===== src/rtl/loader_pkg.sv =====
// Shared types and constants for the instruction-memory loader.
package loader_pkg;

    typedef enum logic [2:0] {
        S_LEN_LO,
        S_LEN_HI,
        S_DATA,
        S_CHK,
        S_DONE,
        S_ERR
    } loader_state_t;

    localparam int unsigned BYTES_PER_WORD = 4;
    localparam int unsigned LEN_BYTES      = 2;

endpackage


===== src/rtl/imem_word_assembler.sv =====
// Packs accepted payload bytes (LSB first) into 32-bit words and emits a
// registered one-cycle write strobe with the completed word.
module imem_word_assembler
    import loader_pkg::*;
#(
    parameter int unsigned P_DATA_WIDTH = 32
) (
    input  logic                    i_clk,
    input  logic                    i_rst,
    input  logic                    i_accept,
    input  logic [7:0]              i_byte,
    output logic                    o_last_byte,
    output logic                    o_word_complete,
    output logic [P_DATA_WIDTH-1:0] o_word
);

    logic [1:0]              idx_q, idx_d;
    // Only b0..b2 need holding; b3 is merged straight into the output word.
    logic [P_DATA_WIDTH-9:0] byte_sr_q, byte_sr_d;
    logic                    word_complete_q, word_complete_d;
    logic [P_DATA_WIDTH-1:0] word_q, word_d;

    assign o_last_byte     = i_accept && (idx_q == 2'(BYTES_PER_WORD - 1));
    assign o_word_complete = word_complete_q;
    assign o_word          = word_q;

    always_comb begin
        idx_d           = idx_q;
        byte_sr_d       = byte_sr_q;
        word_complete_d = 1'b0;
        word_d          = word_q;
        if (i_accept) begin
            idx_d = idx_q + 2'd1;
            if (o_last_byte) begin
                word_complete_d = 1'b1;
                word_d          = {i_byte, byte_sr_q};
            end else begin
                byte_sr_d = {i_byte, byte_sr_q[P_DATA_WIDTH-9:8]};
            end
        end
    end

    always_ff @(posedge i_clk or posedge i_rst) begin
        if (i_rst) begin
            idx_q           <= '0;
            byte_sr_q       <= '0;
            word_complete_q <= 1'b0;
            word_q          <= '0;
        end else begin
            idx_q           <= idx_d;
            byte_sr_q       <= byte_sr_d;
            word_complete_q <= word_complete_d;
            word_q          <= word_d;
        end
    end

endmodule


===== src/rtl/imem_loader.sv =====
// Byte-stream program loader writing imem and holding the core in reset until done.
// Optional trailing XOR checksum byte is built when LOADER_CHECKSUM_EN is defined.
module imem_loader
    import loader_pkg::*;
#(
    parameter int unsigned P_DATA_WIDTH = 32,
    parameter int unsigned P_ADDR_WIDTH = 10,
    parameter int unsigned P_LEN_WIDTH  = 16
) (
    input  logic                    i_clk,
    input  logic                    i_rst,
    input  logic                    i_byte_valid,
    input  logic [7:0]              i_byte_data,
    output logic                    o_byte_ready,
    input  logic                    i_load_req,
    output logic                    o_imem_we,
    output logic [P_ADDR_WIDTH-1:0] o_imem_addr,
    output logic [P_DATA_WIDTH-1:0] o_imem_wdata,
    output logic                    o_core_rst_n,
    output logic                    o_done,
    output logic                    o_error,
    output logic [P_LEN_WIDTH-1:0]  o_words_written
);

    localparam int unsigned CAP_W = ((P_LEN_WIDTH > P_ADDR_WIDTH) ? P_LEN_WIDTH : P_ADDR_WIDTH) + 1;
    localparam logic [CAP_W-1:0] CAPACITY = CAP_W'(1) << P_ADDR_WIDTH;

`ifdef LOADER_CHECKSUM_EN
    localparam loader_state_t PAYLOAD_END = S_CHK;
`else
    localparam loader_state_t PAYLOAD_END = S_DONE;
`endif

    loader_state_t                  state_q, state_d;
    logic [8*(LEN_BYTES-1)-1:0]     len_lo_q, len_lo_d;
    logic [P_LEN_WIDTH-1:0]         n_q, n_d;
    logic [P_LEN_WIDTH-1:0]         wcnt_q, wcnt_d;
    logic [P_LEN_WIDTH-1:0]         ww_q, ww_d;
    logic [P_ADDR_WIDTH-1:0]        addr_q, addr_d;
    logic                           done_q, done_d;
    logic                           err_q, err_d;
`ifdef LOADER_CHECKSUM_EN
    logic [7:0]                     chk_q, chk_d;
`endif

    logic                           accept;
    logic                           asm_last;
    logic [P_LEN_WIDTH-1:0]         n_hdr;

    assign o_byte_ready    = (state_q == S_LEN_LO) || (state_q == S_LEN_HI) ||
                             (state_q == S_DATA)   || (state_q == S_CHK);
    assign accept          = i_byte_valid && o_byte_ready;
    assign n_hdr           = P_LEN_WIDTH'({i_byte_data, len_lo_q});
    assign o_imem_addr     = addr_q;
    assign o_words_written = ww_q;
    assign o_done          = done_q;
    assign o_error         = err_q;
    assign o_core_rst_n    = done_q;

    imem_word_assembler #(
        .P_DATA_WIDTH (P_DATA_WIDTH)
    ) u_asm (
        .i_clk           (i_clk),
        .i_rst           (i_rst),
        .i_accept        (accept && (state_q == S_DATA)),
        .i_byte          (i_byte_data),
        .o_last_byte     (asm_last),
        .o_word_complete (o_imem_we),
        .o_word          (o_imem_wdata)
    );

    always_comb begin
        state_d  = state_q;
        len_lo_d = len_lo_q;
        n_d      = n_q;
        wcnt_d   = wcnt_q;
        ww_d     = ww_q;
        addr_d   = addr_q;
`ifdef LOADER_CHECKSUM_EN
        chk_d    = chk_q;
`endif

        // Address advances after each write but parks on the last word of the image.
        if (o_imem_we) begin
            ww_d = ww_q + P_LEN_WIDTH'(1);
            if ((ww_q + P_LEN_WIDTH'(1)) != n_q) begin
                addr_d = addr_q + P_ADDR_WIDTH'(1);
            end
        end

        case (state_q)
            S_LEN_LO: begin
                if (accept) begin
                    len_lo_d = i_byte_data;
                    state_d  = S_LEN_HI;
                end
            end
            S_LEN_HI: begin
                if (accept) begin
                    n_d = n_hdr;
                    if (n_hdr == '0) begin
                        state_d = PAYLOAD_END;
                    end else if (CAP_W'(n_hdr) > CAPACITY) begin
                        state_d = S_ERR;
                    end else begin
                        state_d = S_DATA;
                    end
                end
            end
            S_DATA: begin
                if (accept) begin
`ifdef LOADER_CHECKSUM_EN
                    chk_d = chk_q ^ i_byte_data;
`endif
                    if (asm_last) begin
                        wcnt_d = wcnt_q + P_LEN_WIDTH'(1);
                        if ((wcnt_q + P_LEN_WIDTH'(1)) == n_q) begin
                            state_d = PAYLOAD_END;
                        end
                    end
                end
            end
`ifdef LOADER_CHECKSUM_EN
            S_CHK: begin
                if (accept) begin
                    state_d = (i_byte_data == chk_q) ? S_DONE : S_ERR;
                end
            end
`endif
            S_DONE, S_ERR: begin
                if (i_load_req) begin
                    state_d = S_LEN_LO;
                    n_d     = '0;
                    wcnt_d  = '0;
                    ww_d    = '0;
                    addr_d  = '0;
`ifdef LOADER_CHECKSUM_EN
                    chk_d   = '0;
`endif
                end
            end
            default: state_d = S_LEN_LO;
        endcase

        // Hold o_done off while the final word's write strobe is still pending.
        done_d = (state_d == S_DONE) && !asm_last;
        err_d  = (state_d == S_ERR);
    end

    always_ff @(posedge i_clk or posedge i_rst) begin
        if (i_rst) begin
            state_q  <= S_LEN_LO;
            len_lo_q <= '0;
            n_q      <= '0;
            wcnt_q   <= '0;
            ww_q     <= '0;
            addr_q   <= '0;
            done_q   <= 1'b0;
            err_q    <= 1'b0;
        end else begin
            state_q  <= state_d;
            len_lo_q <= len_lo_d;
            n_q      <= n_d;
            wcnt_q   <= wcnt_d;
            ww_q     <= ww_d;
            addr_q   <= addr_d;
            done_q   <= done_d;
            err_q    <= err_d;
        end
    end

`ifdef LOADER_CHECKSUM_EN
    always_ff @(posedge i_clk or posedge i_rst) begin
        if (i_rst) begin
            chk_q <= '0;
        end else begin
            chk_q <= chk_d;
        end
    end
`endif

endmodule


===== config.mk =====
export PLATFORM = sky130hd
export DESIGN_NAME = imem_loader
export DESIGN_NICKNAME = d
export VERILOG_FILES = /design/src/rtl/loader_pkg.sv /design/src/rtl/imem_word_assembler.sv /design/src/rtl/imem_loader.sv
export SDC_FILE = /design/constraint.sdc
export NUM_CORES = 1
export LEC_CHECK = 0
export CORE_UTILIZATION = 45
export DETAILED_ROUTE_END_ITERATION = 12
export PLACE_DENSITY = 0.63
export REMOVE_ABC_BUFFERS = 1
export SLEW_MARGIN = 20
export SYNTH_ARGS = -nofsm -noshare
export SYNTH_HDL_FRONTEND = slang
export SYNTH_SLANG_ARGS = --single-unit

===== constraint.sdc =====
create_clock -name i_clk -period 6.6 [get_ports i_clk]
set_clock_uncertainty 0.1 [all_clocks]
set_input_delay 1.32 -clock i_clk [delete_from_list [all_inputs] [get_ports i_clk]]
set_output_delay 1.32 -clock i_clk [all_outputs]
set_load 0.01 [all_outputs]

==> results of run 1 <==
cells by family (layout without fill, tap and decap cells):
family / count (synthesis) / count (layout)
xor+xnor: 63 / 63
buf+inv: 48 / 122
mux: 38 / 38
compound gates: 90 / 90
simple gates: 310 / 310
fa+ha+maj: 4 / 4
flops: 130 / 130
registers in the layout, summed over array words and instances (netlist names):
| signal | flops |
|---|---|
| u_asm.o_word | 32 |
| u_asm.byte_sr_q | 24 |
| n_q | 16 |
| o_words_written | 16 |
| wcnt_q | 16 |
| o_imem_addr | 10 |
| len_lo_q | 8 |
| state_q | 3 |
| u_asm.idx_q | 2 |
| o_core_rst_n | 1 |
| o_error | 1 |
| u_asm.o_word_complete | 1 |
Yosys cell counts (5+ instances only):
cell | count | share of area [%]
mux2i_1 | 5 | 0.77
nand4_1 | 11 | 1.1
nand3_1 | 21 | 1.6
and3_1 | 5 | 0.48
a21oi_1 | 10 | 0.77
nor4_1 | 8 | 0.77
xnor2_1 | 35 | 4.7
mux2_2 | 33 | 5.7
nor2b_1 | 6 | 0.58
or3_1 | 5 | 0.48
nor3_1 | 10 | 0.77
nand2_1 | 170 | 9.8
nor2_1 | 44 | 2.5
clkbuf_1 | 24 | 1.4
inv_1 | 12 | 0.69
xor2_1 | 28 | 3.8
o22ai_1 | 5 | 0.48
o21ai_0 | 49 | 3.8
nand2b_1 | 5 | 0.48
dfrtp_1 | 130 | 50
worst max path at each step:
stage	start	endpoint	slack (ns)
after floorplan	i_rst	len_lo_q[0]$_DFFE_PP0P_	1.71
after global placement	i_byte_valid	o_core_rst_n$_DFF_PP0_	2.87
after detailed placement	i_byte_valid	o_core_rst_n$_DFF_PP0_	2.80
after CTS	u_asm.o_word_complete$_DFF_PP0_	o_imem_we	3.27
after global routing	i_byte_valid	o_core_rst_n$_DFF_PP0_	3.05
final	i_byte_valid	o_core_rst_n$_DFF_PP0_	3.25
per-stage QoR:
stage / power [mW] / cells / util [%] / area (sq um) / hold WS (ns)
after floorplan: 1.68 / 647 / - / 6340 / 0.335
after global placement: 2.03 / 906 / 52.5 / 7350 / 0.346
after detailed placement: 2.05 / 906 / 52.5 / 7350 / 0.356
after CTS: 2.97 / 937 / 56.5 / 7910 / 0.368
after global routing: 3.12 / 937 / 56.6 / 7910 / 0.389
final: 2.94 / 937 / 56.6 / 7910 / 0.367
power by group:
| part | leakage, nW | internal, mW | switching, mW |
|---|---|---|---|
| Sequential | 1.68 | 1.04 | 0.212 |
| Combinational | 1.47 | 0.419 | 0.367 |
| Clock | 0.269 | 0.560 | 0.341 |
| Total | 3.42 | 2.02 | 0.920 |
per-layer routing:
layer  vias to the layer above  routed length, um
met5                         -                  0
met4                         0                252
met3                        20                651
met2                        95               6960
met1                      2456               7080
li1                       2448                  -
critical path: cells and delay by family:
family          cells  cell delay [ns]
simple gates        7             1.17
compound gates      1             0.50
buf+inv             2             0.58
area by class of cell:
cell class                 instances  area (sq um)
clock inverter                    10           111
fill                            1238          6070
inverter                          12          47.5
sequential                       130          3250
tap                              180           225
timing repair buffer              79           778
clock buffer                      21           450
multi-input combinational        505          3050
==> qor.yml, run 1 <==
avgSynthCellArea_sq_um: 9.55
clkSlewWorstSetupHoldPaths_ns: 0.05
routed_wl_mm: 14.9
timing.fmax_mhz: 299
antenna_found_initial: 0
clock_path_buffers: 2
cts_buffers: 17
use_met2_pct: 33.7
core_area_sq_mm: 0.0140
synth_seq_area_share_pct: 49.9
grt_pass1_vias: 4986
leakagePower_nw: 3.42
cp-start-kind: "primary input"
cts_root_buffer: "clkbuf_16"
firstDrtPassIters: 4
reg2regPathDepth: 8
antenna_left: 0
layout.nets: 761
cp_max_fo: 3
p_per_area_mw_per_mm2: 372
syn_area_sq_mm: 0.00652
hold_buffers: 0
end_kind: "flop"
rows: 43
gp_congestion: 0.888
rsz0062_at_grt: "false"
start_util_pct: 46.6
r2r_setup_slack_ns: 3.45
grt_overflow: 0
synth_compound_area_share_pct: 8.44
cts.sink_count: 130
synth_mux_area_share_pct: 6.47
grt_usage_pct: 21.8
die_w_um: 122
setup_tns_ns: 0
dr.first_iter.drc_count: 335
layout_common_cells: "nand2_1, dfrtp_1, clkdlybuf4s50_1"
dp_slack_ns: 2.80
viasPerCell: 5.36
cts_setup_buffers: 0
worstSetupPathType: "primary input to flop"
whs_endpoint: "u_asm.o_word[3]$_DFFE_PP0P_"
rr_startpoint: "o_words_written[3]$_DFF_PP0_"
ys.flop_type: "dfrtp_1"
yosys_warnings: 0
vias: 5019
synth_top_family_by_area: "simple AND/OR/NAND/NOR gates"
cts_tree: "done"
ys_ff_latch: 130
pin_count: 75
period_needed_ns: 3.35
final_hold_viol_count: 0
timing.final.crit_share_pct: 50.7
vdd_drop_max_mv: 0.214
crit_arrival_ns: 3.58
drc: 0
synth-adder-area-share_pct: 0.767
clock_latency_ns: 0.42
area_growth_pct: 21.4
cts_resized: 0
diodes: 0
worst_slew_pin_slew_ns: 0.995
yosys.area_share.xor_xnor_pct: 8.46
r2r_end: "o_imem_addr[8]$_DFF_PP0_"
final_common_cell: "nand2_1"
synth_cells: 683
cap_viol_max_count: 0
setup_viol: 0
dieHeight_um: 122
slowest_stage: "a2111oi_2"
met3_usage_pct: 5.34
worst_slack_ns: 3.25
finalMaxSlewViolations: 0
hold_start: "u_asm.byte_sr_q[3]$_DFFE_PP0P_"
grt_max_degree: 80
synth_edf_count: 0
grt.met1_usage_pct: 29.6
max-slew-margin-rel_pct: 33.6
critPathMaxStageDelay_ns: 0.50
crit_chain: "clkdlybuf4s50_1 > and4bb_2 > nand2_1 > inv_1 > nand3_1 > nor4_1 > nand4_1 > a2111oi_2 > nor2_1 > nor3_1"
synth-simple-area-share_pct: 22.4
async_flop_share_pct: 100
grt_pass1_wl_mm: 24.9
wl_per_cell_um: 15.9
synth.distinct_cells: 61
post-dp-hpwl_mm: 10.1
hp-class: "flop to flop"
layout-drive-gt1-share_pct: 11.8
status: "completed"
cp.required_ns: 6.83
h-tree-depth: 4
min_path_cells: 2
busiest_layer: "met2"
numPortBuffers: 74
die_area_sq_mm: 0.0150
Power figures use the tool's default switching activity.
==> run 2, diff against run 1 <==
--- a/config.mk
+++ b/config.mk
@@ -7,7 +7,7 @@
 export LEC_CHECK = 0
 export CORE_UTILIZATION = 45
 export DETAILED_ROUTE_END_ITERATION = 12
-export PLACE_DENSITY = 0.63
+export PLACE_DENSITY = 0.66
 export REMOVE_ABC_BUFFERS = 1
 export SLEW_MARGIN = 20
 export SYNTH_ARGS = -nofsm -noshare
==> constraint.sdc (replaced) <==
create_clock -name i_clk -period 2.9 [get_ports i_clk]
set_clock_uncertainty 0.1 [all_clocks]
set_input_delay 0.58 -clock i_clk [delete_from_list [all_inputs] [get_ports i_clk]]
set_output_delay 0.58 -clock i_clk [all_outputs]
set_load 0.01 [all_outputs]
==> run 2 against run 1 <==
Sequential share of layout area shrank 1.8 points. Routed wire length is 7.6% higher. Total power is 140% higher. Critical endpoint is now o_imem_addr[6]$_DFF_PP0_.
==> qor.yml, run 2 (synthesis gave the netlist of run 1 again) <==
cap_viol_max_count: 0  # unchanged
vias: 5230  # +4.2%
rsz0062_at_grt: "false"
final_hold_viol_count: 0  # unchanged
layout-drive-gt1-share_pct: 16.6  # +4.9 points
cts_buffers: 17  # unchanged
finalMaxSlewViolations: 0  # unchanged
start_util_pct: 46.6  # unchanged
antenna_left: 0  # unchanged
multiInputGateArea_sq_mm: 0.00307  # +0.70%
worst_slew_pin_slew_ns: 0.765  # -0.230 ns
cts_resized: 0  # unchanged
cts_setup_buffers: 0  # unchanged
diodes: 0  # unchanged
largest_reg_flops: 32  # unchanged
die_w_um: 122  # unchanged
cts_tree: "done"
firstDrtPassIters: 5  # +1
place_area_sq_mm: 0.00764  # +4.0%
layout.nets: 797  # +4.7%
grt_usage_pct: 23.4  # +1.6 points
setup_viol: 0  # unchanged
dieHeight_um: 122  # unchanged
cp.required_ns: 3.10  # -3.73 ns
drc: 0  # unchanged
timing.fmax_mhz: 375
cp_max_fo: 8  # +5
setup_tns_ns: 0  # unchanged
p_per_area_mw_per_mm2: 837  # +130%
cp-start-kind: "flop"
area_growth_pct: 26.8
timing.final.crit_share_pct: 92.1
gp_congestion: 0.905  # +1.9%
clock_path_buffers: 2  # unchanged
grt_pass1_wl_mm: 26.9  # +8.1%
end_kind: "flop"
die_area_sq_mm: 0.0150  # unchanged
ff_latch_area_sq_mm: 0.00325  # unchanged
grt_pass1_vias: 5223  # +4.8%
vdd_drop_max_mv: 0.566  # +160%
leakagePower_nw: 3.63  # +6.1%
whs_ns: 0.368  # +0.000252 ns
max-slew-margin-rel_pct: 48.8  # +15 points
hold_buffers: 0  # unchanged
stdcell_count: 974  # +3.9%
pin_count: 75  # unchanged
h-tree-depth: 4  # unchanged
antenna_found_initial: 0  # unchanged
clock_latency_ns: 0.42  # about the same
status: "completed"
worstSetupPathType: "flop to flop"
cts.sink_count: 130  # unchanged
final_common_cell: "nand2_1"
layout_common_cells: "nand2_1, dfrtp_1, clkdlybuf4s50_1"
grt_overflow: 0  # unchanged
core_area_sq_mm: 0.0140  # unchanged
wl_per_cell_um: 16.5  # +3.6%
clkSlewWorstSetupHoldPaths_ns: 0.06  # about the same
rows: 43  # unchanged
post-dp-hpwl_mm: 11.4  # +12%
routed_wl_mm: 16.1  # +7.6%
final_area_sq_mm: 0.00827  # +4.5%
fill_cells: 1219  # -1.5%
placed_cells: 942  # +4.0%
crit_arrival_ns: 2.87  # -0.71 ns
numPortBuffers: 74  # unchanged
dr.first_iter.drc_count: 298  # -11%
viasPerCell: 5.37  # +0.25%
grt_max_degree: 50  # -38%
cts_root_buffer: "clkbuf_16"
dp_slack_ns: -0.0852  # -2.89 ns
hp-class: "flop to flop"
period_needed_ns: 2.67
worst_slack_ns: 0.230  # -3.02 ns
## run 2: worst max-delay path, stage by stage, from the launching register on
cell	delay, ns
dfrtp_1	0.44
nand2_1	0.24
nor4_4	0.23
buf_4	0.17
and2b_2	0.22
nor4b_1	0.30
nand4_1	0.28
o21ai_2	0.24
buf_4	0.17
or4_1	0.12
nand2_1	0.05
## run 2: through the flow
step / utilization [%] / power, mW
floorplan: - / 3.83
finish: 59.1 / 6.92
global route: 59.1 / 7.31
global placement: 54.6 / 4.68
detailed placement: 54.6 / 4.75
CTS: 58.9 / 6.97
## run 2: power breakdown
| part | switching (mW) | internal, mW | total (mW) | leakage, nW |
|---|---|---|---|---|
| clock network | 0.893 | 1.30 | 2.19 | 0.285 |
| logic | 0.894 | 1.00 | 1.89 | 1.67 |
| registers | 0.467 | 2.37 | 2.84 | 1.68 |
## run 2: worst paths after layout
kind / end / slack [ns] / depth (start not counted) / startpoint
max: o_imem_addr[6]$_DFF_PP0_ / 0.23 / 10 / o_words_written[0]$_DFF_PP0_
min: u_asm.o_word[4]$_DFFE_PP0P_ / 0.37 / 2 / u_asm.byte_sr_q[4]$_DFFE_PP0P_
max reg2reg: o_imem_addr[6]$_DFF_PP0_ / 0.23 / 10 / o_words_written[0]$_DFF_PP0_
min reg2reg: u_asm.o_word[4]$_DFFE_PP0P_ / 0.37 / 2 / u_asm.byte_sr_q[4]$_DFFE_PP0P_
max in group asynchronous: n_q[3]$_DFFE_PP0P_ / 1.66 / 3 / i_rst
min in group asynchronous: o_words_written[12]$_DFF_PP0_ / 0.43 / 2 / i_rst
## run 2: area by class of cell
type	instances	area share [%]
Sequential cell	130	39.3
Multi-Input combinational cell	505	37.1
Timing Repair Buffer	115	13.0
Clock buffer	18	5.19
Tap cell	180	2.72
Clock inverter	14	2.07
Inverter	12	0.575
## run 2: per-layer routing
layer  share of wire, %  GRT usage (%)  vias up
met5                  0              0        -
met4                1.5           8.61        0
met3                4.1           4.60       16
met2                 48           36.5      113
met1                 47           32.4     2574
li1                   -              -     2527
